<file path="src/rtl/miriscv_lsu_pkg.sv">
// Shared types for the load/store unit: access-size encoding, FSM states
// and the unshifted byte-mask helper.
package miriscv_lsu_pkg;

    localparam int MEM_ACCESS_W = 3;

    typedef enum logic [MEM_ACCESS_W-1:0] {
        MEM_ACCESS_BYTE  = 3'd0,
        MEM_ACCESS_HALF  = 3'd1,
        MEM_ACCESS_WORD  = 3'd2,
        MEM_ACCESS_UBYTE = 3'd3,
        MEM_ACCESS_UHALF = 3'd4,
        MEM_ACCESS_UWORD = 3'd5,
        MEM_ACCESS_DWORD = 3'd6
    } mem_access_e;

    typedef enum logic [2:0] {
        LSU_IDLE  = 3'd0,
        LSU_REQ   = 3'd1,
        LSU_RESP  = 3'd2,
        LSU_DRAIN = 3'd3,
        LSU_DONE  = 3'd4
    } lsu_state_e;

    // Byte mask for an access of the given size, aligned to lane 0.
    // The unused encoding yields an empty mask.
    function automatic logic [7:0] size_mask(input logic [MEM_ACCESS_W-1:0] size);
        logic [7:0] mask;
        case (size)
            MEM_ACCESS_BYTE, MEM_ACCESS_UBYTE: mask = 8'h01;
            MEM_ACCESS_HALF, MEM_ACCESS_UHALF: mask = 8'h03;
            MEM_ACCESS_WORD, MEM_ACCESS_UWORD: mask = 8'h0F;
            MEM_ACCESS_DWORD:                  mask = 8'hFF;
            default:                           mask = 8'h00;
        endcase
        return mask;
    endfunction

endpackage

</file>
<file path="src/rtl/miriscv_lsu_fsm_load_fmt.sv">
// Load-data formatter: shifts the addressed lane down to bit 0 and
// sign- or zero-extends it to XLEN according to the access size.
module miriscv_lsu_load_fmt
    import miriscv_lsu_pkg::*;
#(
    parameter int XLEN        = 32,
    parameter int BYTE_ADDR_W = $clog2(XLEN/8)
) (
    input  logic [XLEN-1:0]         rdata_i,
    input  logic [BYTE_ADDR_W-1:0]  addr_lsb_i,
    input  logic [MEM_ACCESS_W-1:0] size_i,
    output logic [XLEN-1:0]         result_o
);

    logic [XLEN-1:0] lane;

    // Lane select followed by extension; a dword is the full bus.
    always_comb begin
        lane     = rdata_i >> {addr_lsb_i, 3'b000};
        result_o = lane;
        case (size_i)
            MEM_ACCESS_BYTE:  result_o = XLEN'($signed(lane[7:0]));
            MEM_ACCESS_HALF:  result_o = XLEN'($signed(lane[15:0]));
            MEM_ACCESS_WORD:  result_o = XLEN'($signed(lane[31:0]));
            MEM_ACCESS_UBYTE: result_o = XLEN'(lane[7:0]);
            MEM_ACCESS_UHALF: result_o = XLEN'(lane[15:0]);
            MEM_ACCESS_UWORD: result_o = XLEN'(lane[31:0]);
            default:          result_o = lane;
        endcase
    end

endmodule

</file>
<file path="src/rtl/miriscv_lsu_fsm.sv">
// Load/store unit: accepts one access from the pipeline, runs a
// request/grant/response exchange on the data port, and holds the
// formatted load result until the pipeline moves on.
//
// Handshake on the data port: data_req_o stays high with stable
// address/control until the cycle data_gnt_i is seen; each grant is
// followed by exactly one data_rvalid_i, which is only looked at in
// RESP or DRAIN.
module miriscv_lsu_fsm
    import miriscv_lsu_pkg::*;
#(
    parameter int XLEN        = 32,
    parameter int BE_W        = XLEN/8,
    parameter int BYTE_ADDR_W = $clog2(XLEN/8)
) (
    input  logic                    clk_i,
    input  logic                    rst_i,

    output logic                    data_req_o,
    input  logic                    data_gnt_i,
    output logic                    data_we_o,
    output logic [BE_W-1:0]         data_be_o,
    output logic [XLEN-1:0]         data_addr_o,
    output logic [XLEN-1:0]         data_wdata_o,
    input  logic                    data_rvalid_i,
    input  logic [XLEN-1:0]         data_rdata_i,

    input  logic                    lsu_req_i,
    input  logic                    lsu_kill_i,
    input  logic                    lsu_keep_i,
    input  logic                    lsu_we_i,
    input  logic [MEM_ACCESS_W-1:0] lsu_size_i,
    input  logic [XLEN-1:0]         lsu_addr_i,
    input  logic [XLEN-1:0]         lsu_data_i,
    output logic [XLEN-1:0]         lsu_data_o,
    output logic                    lsu_stall_o,
    output logic                    lsu_misaligned_o
);

    lsu_state_e              state_q, state_d;
    logic [XLEN-1:0]         addr_q, addr_d;
    logic [XLEN-1:0]         wdata_q, wdata_d;
    logic [XLEN-1:0]         rdata_q, rdata_d;
    logic [BE_W-1:0]         be_q, be_d;
    logic [MEM_ACCESS_W-1:0] size_q, size_d;
    logic                    we_q, we_d;

    logic                    misaligned;
    logic                    accept;
    logic [15:0]             be_wide;
    logic [BE_W-1:0]         be_new;
    logic [XLEN-1:0]         wdata_new;
    logic [XLEN-1:0]         load_result;

    // Alignment and size legality of the access on the pipeline inputs.
    always_comb begin
        misaligned = 1'b1;
        case (lsu_size_i)
            MEM_ACCESS_BYTE, MEM_ACCESS_UBYTE: misaligned = 1'b0;
            MEM_ACCESS_HALF, MEM_ACCESS_UHALF: misaligned = lsu_addr_i[0];
            MEM_ACCESS_WORD:  misaligned = |lsu_addr_i[1:0];
            MEM_ACCESS_UWORD: misaligned = (XLEN == 32) || (|lsu_addr_i[1:0]);
            MEM_ACCESS_DWORD: misaligned = (XLEN == 32) || (|lsu_addr_i[2:0]);
            default:          misaligned = 1'b1;
        endcase
    end

    // Byte enables and lane-replicated store data for a new access.
    always_comb begin
        be_wide = 16'(size_mask(lsu_size_i)) << lsu_addr_i[BYTE_ADDR_W-1:0];
        be_new  = be_wide[BE_W-1:0];
        case (lsu_size_i)
            MEM_ACCESS_BYTE, MEM_ACCESS_UBYTE: wdata_new = {BE_W{lsu_data_i[7:0]}};
            MEM_ACCESS_HALF, MEM_ACCESS_UHALF: wdata_new = {(BE_W/2){lsu_data_i[15:0]}};
            MEM_ACCESS_WORD, MEM_ACCESS_UWORD: wdata_new = {(BE_W/4){lsu_data_i[31:0]}};
            default:                           wdata_new = lsu_data_i;
        endcase
    end

    assign accept           = (state_q == LSU_IDLE) & lsu_req_i & ~lsu_kill_i & ~misaligned;
    assign lsu_misaligned_o = (state_q == LSU_IDLE) & lsu_req_i & ~lsu_kill_i & misaligned;

    miriscv_lsu_load_fmt #(
        .XLEN        (XLEN),
        .BYTE_ADDR_W (BYTE_ADDR_W)
    ) u_load_fmt (
        .rdata_i    (data_rdata_i),
        .addr_lsb_i (addr_q[BYTE_ADDR_W-1:0]),
        .size_i     (size_q),
        .result_o   (load_result)
    );

    // Next-state, capture and stall logic of the transaction FSM.
    always_comb begin
        state_d     = state_q;
        addr_d      = addr_q;
        wdata_d     = wdata_q;
        rdata_d     = rdata_q;
        be_d        = be_q;
        size_d      = size_q;
        we_d        = we_q;
        lsu_stall_o = 1'b0;

        case (state_q)
            LSU_IDLE: begin
                if (accept) begin
                    addr_d      = lsu_addr_i;
                    wdata_d     = wdata_new;
                    be_d        = be_new;
                    size_d      = lsu_size_i;
                    we_d        = lsu_we_i;
                    lsu_stall_o = 1'b1;
                    state_d     = LSU_REQ;
                end
            end
            LSU_REQ: begin
                lsu_stall_o = 1'b1;
                if (lsu_kill_i && data_gnt_i) begin
                    state_d = LSU_DRAIN;
                end else if (lsu_kill_i) begin
                    state_d = LSU_IDLE;
                end else if (data_gnt_i) begin
                    state_d = LSU_RESP;
                end
            end
            LSU_RESP: begin
                lsu_stall_o = 1'b1;
                if (data_rvalid_i) begin
                    if (lsu_kill_i) begin
                        state_d = LSU_IDLE;
                    end else begin
                        if (!we_q) begin
                            rdata_d = load_result;
                        end
                        state_d = LSU_DONE;
                    end
                end else if (lsu_kill_i) begin
                    state_d = LSU_DRAIN;
                end
            end
            LSU_DRAIN: begin
                lsu_stall_o = lsu_req_i;
                if (data_rvalid_i) begin
                    state_d = LSU_IDLE;
                end
            end
            LSU_DONE: begin
                // Returning to IDLE without accepting keeps a held request
                // from being issued a second time.
                if (!(lsu_keep_i && !lsu_kill_i)) begin
                    state_d = LSU_IDLE;
                end
            end
            default: state_d = LSU_IDLE;
        endcase
    end

    // State and transaction registers.
    always_ff @(posedge clk_i) begin
        if (rst_i) begin
            state_q <= LSU_IDLE;
            addr_q  <= '0;
            wdata_q <= '0;
            rdata_q <= '0;
            be_q    <= '0;
            size_q  <= '0;
            we_q    <= 1'b0;
        end else begin
            state_q <= state_d;
            addr_q  <= addr_d;
            wdata_q <= wdata_d;
            rdata_q <= rdata_d;
            be_q    <= be_d;
            size_q  <= size_d;
            we_q    <= we_d;
        end
    end

    assign data_req_o   = (state_q == LSU_REQ);
    assign data_we_o    = we_q;
    assign data_be_o    = be_q;
    assign data_addr_o  = addr_q;
    assign data_wdata_o = wdata_q;
    assign lsu_data_o   = rdata_q;

endmodule
</file>
<file path="config.mk">
export PLATFORM = sky130hd
export DESIGN_NAME = miriscv_lsu_fsm
export DESIGN_NICKNAME = d
export VERILOG_FILES = /design/src/rtl/miriscv_lsu_pkg.sv /design/src/rtl/miriscv_lsu_fsm_load_fmt.sv /design/src/rtl/miriscv_lsu_fsm.sv
export SDC_FILE = /design/constraint.sdc
export NUM_CORES = 1
export LEC_CHECK = 0
export ABC_AREA = 0
export BUFFER_PORTS_ARGS = -buffer_cell sky130_fd_sc_hd__buf_2
export CORE_MARGIN = 2
export CORE_UTILIZATION = 35
export CTS_CLUSTER_DIAMETER = 80
export DETAILED_ROUTE_END_ITERATION = 16
export GPL_ROUTABILITY_DRIVEN = 0
export PLACE_DENSITY = 0.7
export SLEW_MARGIN = 40
export SYNTH_ARGS = -nofsm -noshare
export SYNTH_HDL_FRONTEND = slang
export SYNTH_SLANG_ARGS = --single-unit
</file>
<file path="constraint.sdc">
create_clock -name clk_i -period 2.29 [get_ports clk_i]
set_input_delay 0.3435 -clock clk_i [delete_from_list [all_inputs] [get_ports clk_i]]
set_output_delay 0.3435 -clock clk_i [all_outputs]
set_load 0.05 [all_outputs]
</file>
==> results of run 1 <==
[area by class of cell]
type                       instances  area, µm²  area share (%)
tap                              216        270            3.75
inverter                           4       16.3           0.226
multi-input combinational        497       3260            45.2
timing repair buffer             229       1220            16.9
sequential                       107       2140            29.7
clock buffer                      12        246            3.42
clock inverter                     4       50.0           0.695
[cell usage in the layout, fill, tap and decap left out, types with 3 or more instances in the layout]
cell type                   count
sky130_fd_sc_hd__mux2i_1       86
sky130_fd_sc_hd__buf_4         17
sky130_fd_sc_hd__or3_1         17
sky130_fd_sc_hd__nor2b_1       14
sky130_fd_sc_hd__o221ai_1      15
sky130_fd_sc_hd__nor3_1        20
sky130_fd_sc_hd__o221ai_2      10
sky130_fd_sc_hd__and3_1         3
sky130_fd_sc_hd__clkbuf_16      9
sky130_fd_sc_hd__a211oi_1      25
sky130_fd_sc_hd__nand2_1      134
sky130_fd_sc_hd__a2111oi_0      8
sky130_fd_sc_hd__mux2_2         7
sky130_fd_sc_hd__nand2b_1       3
sky130_fd_sc_hd__xnor2_1        3
sky130_fd_sc_hd__nand3_1        8
sky130_fd_sc_hd__and2_1        10
sky130_fd_sc_hd__a31o_1         8
sky130_fd_sc_hd__nor2_1        41
sky130_fd_sc_hd__a31oi_1        3
sky130_fd_sc_hd__buf_2        210
sky130_fd_sc_hd__o21ai_0       22
sky130_fd_sc_hd__dfxtp_1      107
sky130_fd_sc_hd__a21oi_1       32
[state kept, by name, summed over array words and instances (netlist names)]
name and flops:
state_q 3, size_q 3, data_addr_o 32, data_we_o 1, data_be_o 4, data_wdata_o 32
lsu_data_o 32
[power by group through the flow]
stage / registers [mW] / clock network (mW) / logic, mW
final: 1.98 / 1.60 / 0.989
after global routing: 1.99 / 1.71 / 1.06
after CTS: 1.98 / 1.64 / 0.991
after detailed placement: 2.02 / 0 / 0.989
after global placement: 2.02 / 0 / 0.982
after floorplan: 2.25 / 0 / 0.476
[per-stage QoR]
stage | cell area, µm² | hold slack, ps | utilization (%) | setup WS [ps] | instances
after global routing | 7200 | 225 | 45.0 | 95.7 | 1069
after global placement | 6910 | 438 | 43.2 | 316 | 1053
after CTS | 7200 | 207 | 45.0 | 176 | 1069
final | 7200 | 224 | 45.0 | 183 | 1069
after floorplan | 5770 | 422 | - | 175 | 670
after detailed placement | 6910 | 444 | 43.2 | 246 | 1053
[Yosys cell counts, types with 4 or more instances]
| master | count | area (µm²) |
|---|---|---|
| sky130_fd_sc_hd__o21ai_0 | 22 | 110 |
| sky130_fd_sc_hd__buf_2 | 22 | 110 |
| sky130_fd_sc_hd__clkbuf_1 | 26 | 97.6 |
| sky130_fd_sc_hd__nor2b_1 | 15 | 93.8 |
| sky130_fd_sc_hd__a2111oi_0 | 8 | 70.1 |
| sky130_fd_sc_hd__buf_6 | 4 | 45.0 |
| sky130_fd_sc_hd__dfxtp_1 | 107 | 2140 |
| sky130_fd_sc_hd__mux2i_1 | 86 | 861 |
| sky130_fd_sc_hd__or3_1 | 17 | 106 |
| sky130_fd_sc_hd__a31o_1 | 8 | 70.1 |
| sky130_fd_sc_hd__mux2_2 | 7 | 78.8 |
| sky130_fd_sc_hd__nor3_1 | 21 | 105 |
| sky130_fd_sc_hd__and2_1 | 10 | 62.6 |
| sky130_fd_sc_hd__nand3_1 | 8 | 40.0 |
| sky130_fd_sc_hd__buf_12 | 4 | 80.1 |
| sky130_fd_sc_hd__a211oi_1 | 25 | 188 |
| sky130_fd_sc_hd__buf_1 | 4 | 15.0 |
| sky130_fd_sc_hd__nor2_1 | 41 | 154 |
| sky130_fd_sc_hd__a21oi_1 | 32 | 160 |
| sky130_fd_sc_hd__o221ai_1 | 15 | 131 |
| sky130_fd_sc_hd__o221ai_2 | 10 | 150 |
| sky130_fd_sc_hd__nand2_1 | 134 | 503 |
[final timing paths]
check / from / slack (ps) / endpoint
worst max-delay path: state_q[0] / 180 / lsu_misaligned_o
worst min-delay path: lsu_addr_i[12] / 220 / data_addr_o[12]
worst max register to register: data_addr_o[1] / 400 / lsu_data_o[31]
worst min register to register: lsu_data_o[7] / 450 / lsu_data_o[7]
[per-layer routing]
metal,vias to the layer above,GRT usage (%),share of wire (%)
met1,2529,24.8,46
met4,0,6.45,2.1
li1,2741,-,-
met5,-,0,0
met3,27,4.65,7.1
met2,224,29.9,45
[worst max-delay path, cell delays in order (launching register included)]
cell and delay (ps):
sky130_fd_sc_hd__dfxtp_1 390, sky130_fd_sc_hd__nor3b_2 260, sky130_fd_sc_hd__nand2_1 290, sky130_fd_sc_hd__nor3_2 180, sky130_fd_sc_hd__buf_2 290
[logic make-up after synthesis]
| family | Yosys count | synth area share (%) |
|---|---|---|
| AOI/OAI and AO/OA | 135 | 17.7 |
| muxes | 97 | 17.7 |
| xor gates and xnor gates | 3 | 0.456 |
| DFF | 107 | 37.2 |
| buffers and inverters | 66 | 6.56 |
| and+or+nand+nor | 262 | 20.5 |
==> flow_summary_export.csv, run 1 <==
group,metric,value,unit
cells_and_area,insertedDiodeCount,0,
cells_and_area,area.growth.synth_to_final,25.0,%
clock_tree,clk-insertion-delay-late,360,ps
die,dieHeight,132,µm
die,io_pins,211,
yosys,synth_flop_cell,"sky130_fd_sc_hd__dfxtp_1",
yosys,synth.yosys.seq_area_share,37.2,%
detailed_routing,ant_nets,0,
power_and_ir_drop,power.internal,3.14,mW
clock_tree,cts.repair_timing.setup_buffer_count,0,
min_path,worst_hold_path.num_cells,3,
die,starting_density_of_the_core,36.0,%
yosys,yosysWarningCount,0,
power_and_ir_drop,clock_power_share,35.0,%
power_and_ir_drop,total_power_draw,4.57,mW
yosys,edff_count_synth,0,
die,core_area,0.0160,mm²
detailed_routing,wl_per_cell,15.7,µm
detailed_routing,number_of_search_and_repair_iterations_in_the_first_detailed_routing_pass,5,
sta,final_min_period_over_clock_period,92.0,%
worst_setup_path,worstPathRequired,1950,ps
power_and_ir_drop,static-leakage-power,3.10,nW
yosys,synth.distinct_cells,50,
yosys,postSynthAreaPerCell,8.60,µm²
clock_tree,cts-root-to-sink-buffers,2,
yosys,synth_seq_cells,107,
yosys,synth_area,0.00576,mm²
run,cap_viol_max_count,0,
power_and_ir_drop,net_switching_share_of_the_total_power,31.3,%
detailed_routing,vias,5521,
sta,fmaxAchievable,475,MHz
detailed_routing,final_routed_wirelength,16800,µm
clock_tree,cts_hold_repair.buffers,0,
clock_tree,cells_resized_by_post_cts_repair,0,
sta,layout_min_cycle_time,2110,ps
clock_tree,cts-buffers-inserted,9,
global_routing,grt_max_degree,59,
sta,finalSetupViolCount,0,
detailed_routing,detail_route.iter0.violations,308,
die,die_w,132,µm
sta,setup-tns-final,0,ps
worst_setup_path,worst_r2r_path_depth,4,
global_routing,grt_first_pass_wirelength,26900,µm
power_and_ir_drop,seq_power_share,43.4,%
yosys,syn-num-nets,777,
sta,finClkSkew,8.68,ps
cells_and_area,fin_nets,955,
detailed_routing,detail_route.vias_per_cell,5.16,
place,placement.io_buffers,210,
clock_tree,number_of_h_tree_levels,3,
worst_setup_path,worst-path-max-fanout,10,
worst_setup_path,critPathKind,"reg -> out",
place,dp.final_hpwl,12000,µm
detailed_routing,drc,0,
status,run_status,"finished, final reports clean",
die,std_cell_rows,46,
power_and_ir_drop,ir_worst_vdd,0.346,mV
sta,timing_max_transition_violations_final,0,
global_routing,overall_global_routing_resource_usage,18.8,%
clock_tree,clk_pin_slew_worst_paths,70,ps
sta,rsz0062_at_grt,"no",
worst_setup_path,startpoint_type,"register",
yosys,synthArstFlopShare,0,%
cells_and_area,final_layout_size_suffix_gt1_share,32.5,%
global_routing,vias_in_the_first_global_route,5220,
power_and_ir_drop,power.switching,1.43,mW
sta,timing.slew.headroom,55.2,%
min_path,hp-class,"in -> reg",
global_routing,grt_antenna_before_repair,0,
sta,timing.final.hold_violations,0,
global_routing,grt_overflow_total,0,
yosys,postSynthCellCount,670,
power_and_ir_drop,share_comb_of_total_power,21.7,%
clock_tree,clock-root-buffer,"sky130_fd_sc_hd__clkbuf_16",
worst_setup_path,cp_data_arrival_time,1760,ps
die,die_outline_area,0.0175,mm²
clock_tree,tritoncts,"done",
cells_and_area,fill_cells,1620,
worst_setup_path,cp_capture_type,"output pin",
power_and_ir_drop,powerDensity,634,mW/mm²
sta,tightest_slew,668,ps
clock_tree,num_clock_sinks,107,
Power figures use the tool's default switching activity.
==> run 2, diff against run 1 <==
--- a/config.mk
+++ b/config.mk
@@ -16,4 +16,5 @@
 export SLEW_MARGIN = 40
 export SYNTH_ARGS = -nofsm -noshare
 export SYNTH_HDL_FRONTEND = slang
+export SYNTH_HIERARCHICAL = 1
 export SYNTH_SLANG_ARGS = --single-unit
==> run 2 against run 1 <==
Worst hold slack better by 6.5 ps. Worst setup slack better by 17 ps. Critical path depth stayed put. Utilization is 0.33 points lower. Synthesized cell count stayed put. Critical endpoint is now lsu_stall_o. Largest cell class unchanged.
==> flow_summary_export.csv, run 2 <==
group,metric,value,unit
cells_and_area,design_area,0.00702,mm²
worst_setup_path,critPathKind,"reg -> out",
yosys,yosys.area.top_type,"sky130_fd_sc_hd__dfxtp_1",
yosys,synth_area,0.00556,mm²
detailed_routing,drc,0,
worst_setup_path,startpoint_type,"register",
global_routing,grt_first_pass_wirelength,26400,µm
power_and_ir_drop,seq_power_share,38.3,%
power_and_ir_drop,power.switching,2.05,mW
sta,finClkSkew,7.31,ps
yosys,yosysWarningCount,6,
detailed_routing,final_routed_wirelength,17200,µm
detailed_routing,ant_nets,0,
die,die_outline_area,0.0169,mm²
sta,setup_ws,200,ps
sta,layout_min_cycle_time,2090,ps
global_routing,grt_antenna_before_repair,0,
global_routing,grt_max_degree,72,
sta,timing.slew.headroom,60.8,%
min_path,hp-class,"in -> reg",
worst_setup_path,worstPathRequired,1950,ps
clock_tree,clk-insertion-delay-late,350,ps
place,placed_cells,1048,
power_and_ir_drop,ir_worst_vdd,0.369,mV
clock_tree,tritoncts,"done",
detailed_routing,number_of_search_and_repair_iterations_in_the_first_detailed_routing_pass,4,
power_and_ir_drop,share_comb_of_total_power,31.6,%
yosys,syn-num-nets,777,
die,io_pins,211,
global_routing,grt_overflow_total,0,
power_and_ir_drop,powerDensity,773,mW/mm²
cells_and_area,insertedDiodeCount,0,
detailed_routing,wl_per_cell,16.1,µm
run,cap_viol_max_count,0,
power_and_ir_drop,total_power_draw,5.42,mW
die,die_w,130,µm
yosys,synthArstFlopShare,0,%
yosys,synthTopCellsByArea,"sky130_fd_sc_hd__dfxtp_1 (39%), sky130_fd_sc_hd__a21oi_1 (9.3%), sky130_fd_sc_hd__a211oi_1 (6.4%)",
cells_and_area,mostFrequentLayoutCell,"sky130_fd_sc_hd__buf_2",
die,dieHeight,130,µm
yosys,synth.yosys.seq_area_share,38.6,%
worst_setup_path,cp_capture_type,"output pin",
cells_and_area,finalCoreUtilization,44.7,%
place,dp.final_hpwl,12000,µm
clock_tree,cts.repair_timing.setup_buffer_count,0,
sta,setup-tns-final,0,ps
clock_tree,number_of_h_tree_levels,3,
cells_and_area,fin_cells,1064,
detailed_routing,vias,5665,
power_and_ir_drop,clock_power_share,30.1,%
detailed_routing,detail_route.iter0.violations,317,
clock_tree,cts-root-to-sink-buffers,2,
sta,finalSetupViolCount,0,
clock_tree,cells_resized_by_post_cts_repair,0,
yosys,postSynthCellCount,670,
global_routing,vias_in_the_first_global_route,5076,
sta,rsz0062_at_grt,"no",
sta,fmaxAchievable,479,MHz
power_and_ir_drop,net_switching_share_of_the_total_power,37.8,%
sta,fin_worst_hold_slack,231,ps
die,core_area,0.0157,mm²
clock_tree,cts-buffers-inserted,9,
global_routing,overall_global_routing_resource_usage,19.5,%
yosys,synth_common_cells,"sky130_fd_sc_hd__dfxtp_1 (107), sky130_fd_sc_hd__a21oi_1 (103), sky130_fd_sc_hd__nand2_1 (76)",
die,starting_density_of_the_core,35.4,%
sta,timing.final.hold_violations,0,
clock_tree,clk_pin_slew_worst_paths,80,ps
sta,timing_max_transition_violations_final,0,
power_and_ir_drop,static-leakage-power,2.87,nW
yosys,postSynthAreaPerCell,8.29,µm²
yosys,most_instantiated_library_cell_after_synthesis,"sky130_fd_sc_hd__dfxtp_1",
cells_and_area,fin_nets,950,
die,std_cell_rows,46,
cells_and_area,final_layout_size_suffix_gt1_share,34.1,%
yosys,synth_seq_cells,107,
clock_tree,clock-root-buffer,"sky130_fd_sc_hd__clkbuf_16",
yosys,synth.distinct_cells,55,
yosys,edff_count_synth,0,
sta,tightest_slew,585,ps
cells_and_area,layout.cells.most_common_list,"sky130_fd_sc_hd__buf_2 (209), sky130_fd_sc_hd__dfxtp_1 (107), sky130_fd_sc_hd__a21oi_1 (103), sky130_fd_sc_hd__nand2_1 (76), sky130_fd_sc_hd__a211oi_1 (47)",
power_and_ir_drop,power.internal,3.38,mW
sta,final_min_period_over_clock_period,91.3,%
worst_setup_path,worst-path-max-fanout,13,
status,run_status,"finished, final reports clean",
worst_setup_path,cp_data_arrival_time,1750,ps
yosys,synthDominantCellAreaShare,38.6,%
place,placement.io_buffers,210,
cells_and_area,area.growth.synth_to_final,26.4,%
place,placed_cell_area,0.00671,mm²
clock_tree,cts_hold_repair.buffers,0,
clock_tree,num_clock_sinks,107,
yosys,synth_flop_cell,"sky130_fd_sc_hd__dfxtp_1",
detailed_routing,detail_route.vias_per_cell,5.32,
place,pre_cts_ws,259,ps
[run 2: cell types whose count changed in the layout (fill, tap and decap cells not counted), moves of 22 or more]
cell and delta:
sky130_fd_sc_hd__a211oi_1 +22, sky130_fd_sc_hd__a21oi_1 +71, sky130_fd_sc_hd__mux2i_1 -52, sky130_fd_sc_hd__nand2_1 -58, sky130_fd_sc_hd__nand3_1 +38, sky130_fd_sc_hd__nor2_1 -23
[run 2: kinds of logic after synthesis]
kind of cell	Yosys count	synth area share, %
buf+inv	71	6.69
mux	37	6.73
flops	107	38.6
compound gates	269	31.4
simple gates	184	16.2
xor+xnor	2	0.451
[run 2: power groups by stage]
stage               registers, mW  logic [mW]  clock network, mW
global placement             2.12        1.70                  0
global route                 2.10        1.84               1.75
finish                       2.08        1.71               1.63
detailed placement           2.12        1.71                  0
CTS                          2.08        1.71               1.69
floorplan                    2.45       0.942                  0
[run 2: final timing paths]
kind	start	to	slack, ps	depth (start not counted)
setup / recovery	state_q[0]	lsu_stall_o	200	4
hold reg to reg	lsu_data_o[3]	lsu_data_o[3]	450	2
setup reg to reg	data_addr_o[1]	lsu_data_o[17]	410	6
hold / removal	lsu_addr_i[9]	data_addr_o[9]	230	3
[run 2: routing by layer]
metal,track usage [%],up-vias,routed length (µm)
met5,0,-,0
met4,6.89,0,352
met3,5.37,26,1210
met2,31.0,203,7840
met1,25.5,2646,7780
li1,-,2790,-
[run 2: final cells by class]
type                    count  area, µm²
clock buffers               9        225
clock inverters             7       83.8
fillers                  1617       8690
inverters                   4       15.0
multi-input cells         492       3060
flip-flops and latches    107       2140
well taps                 216        270
repair buffers            229       1220
[run 2: critical path, stage by stage, from the launching register on]
cell and delay [ps]:
sky130_fd_sc_hd__dfxtp_1 420, sky130_fd_sc_hd__nor2_1 330, sky130_fd_sc_hd__nand3_2 170, sky130_fd_sc_hd__o22ai_2 190, sky130_fd_sc_hd__buf_2 280
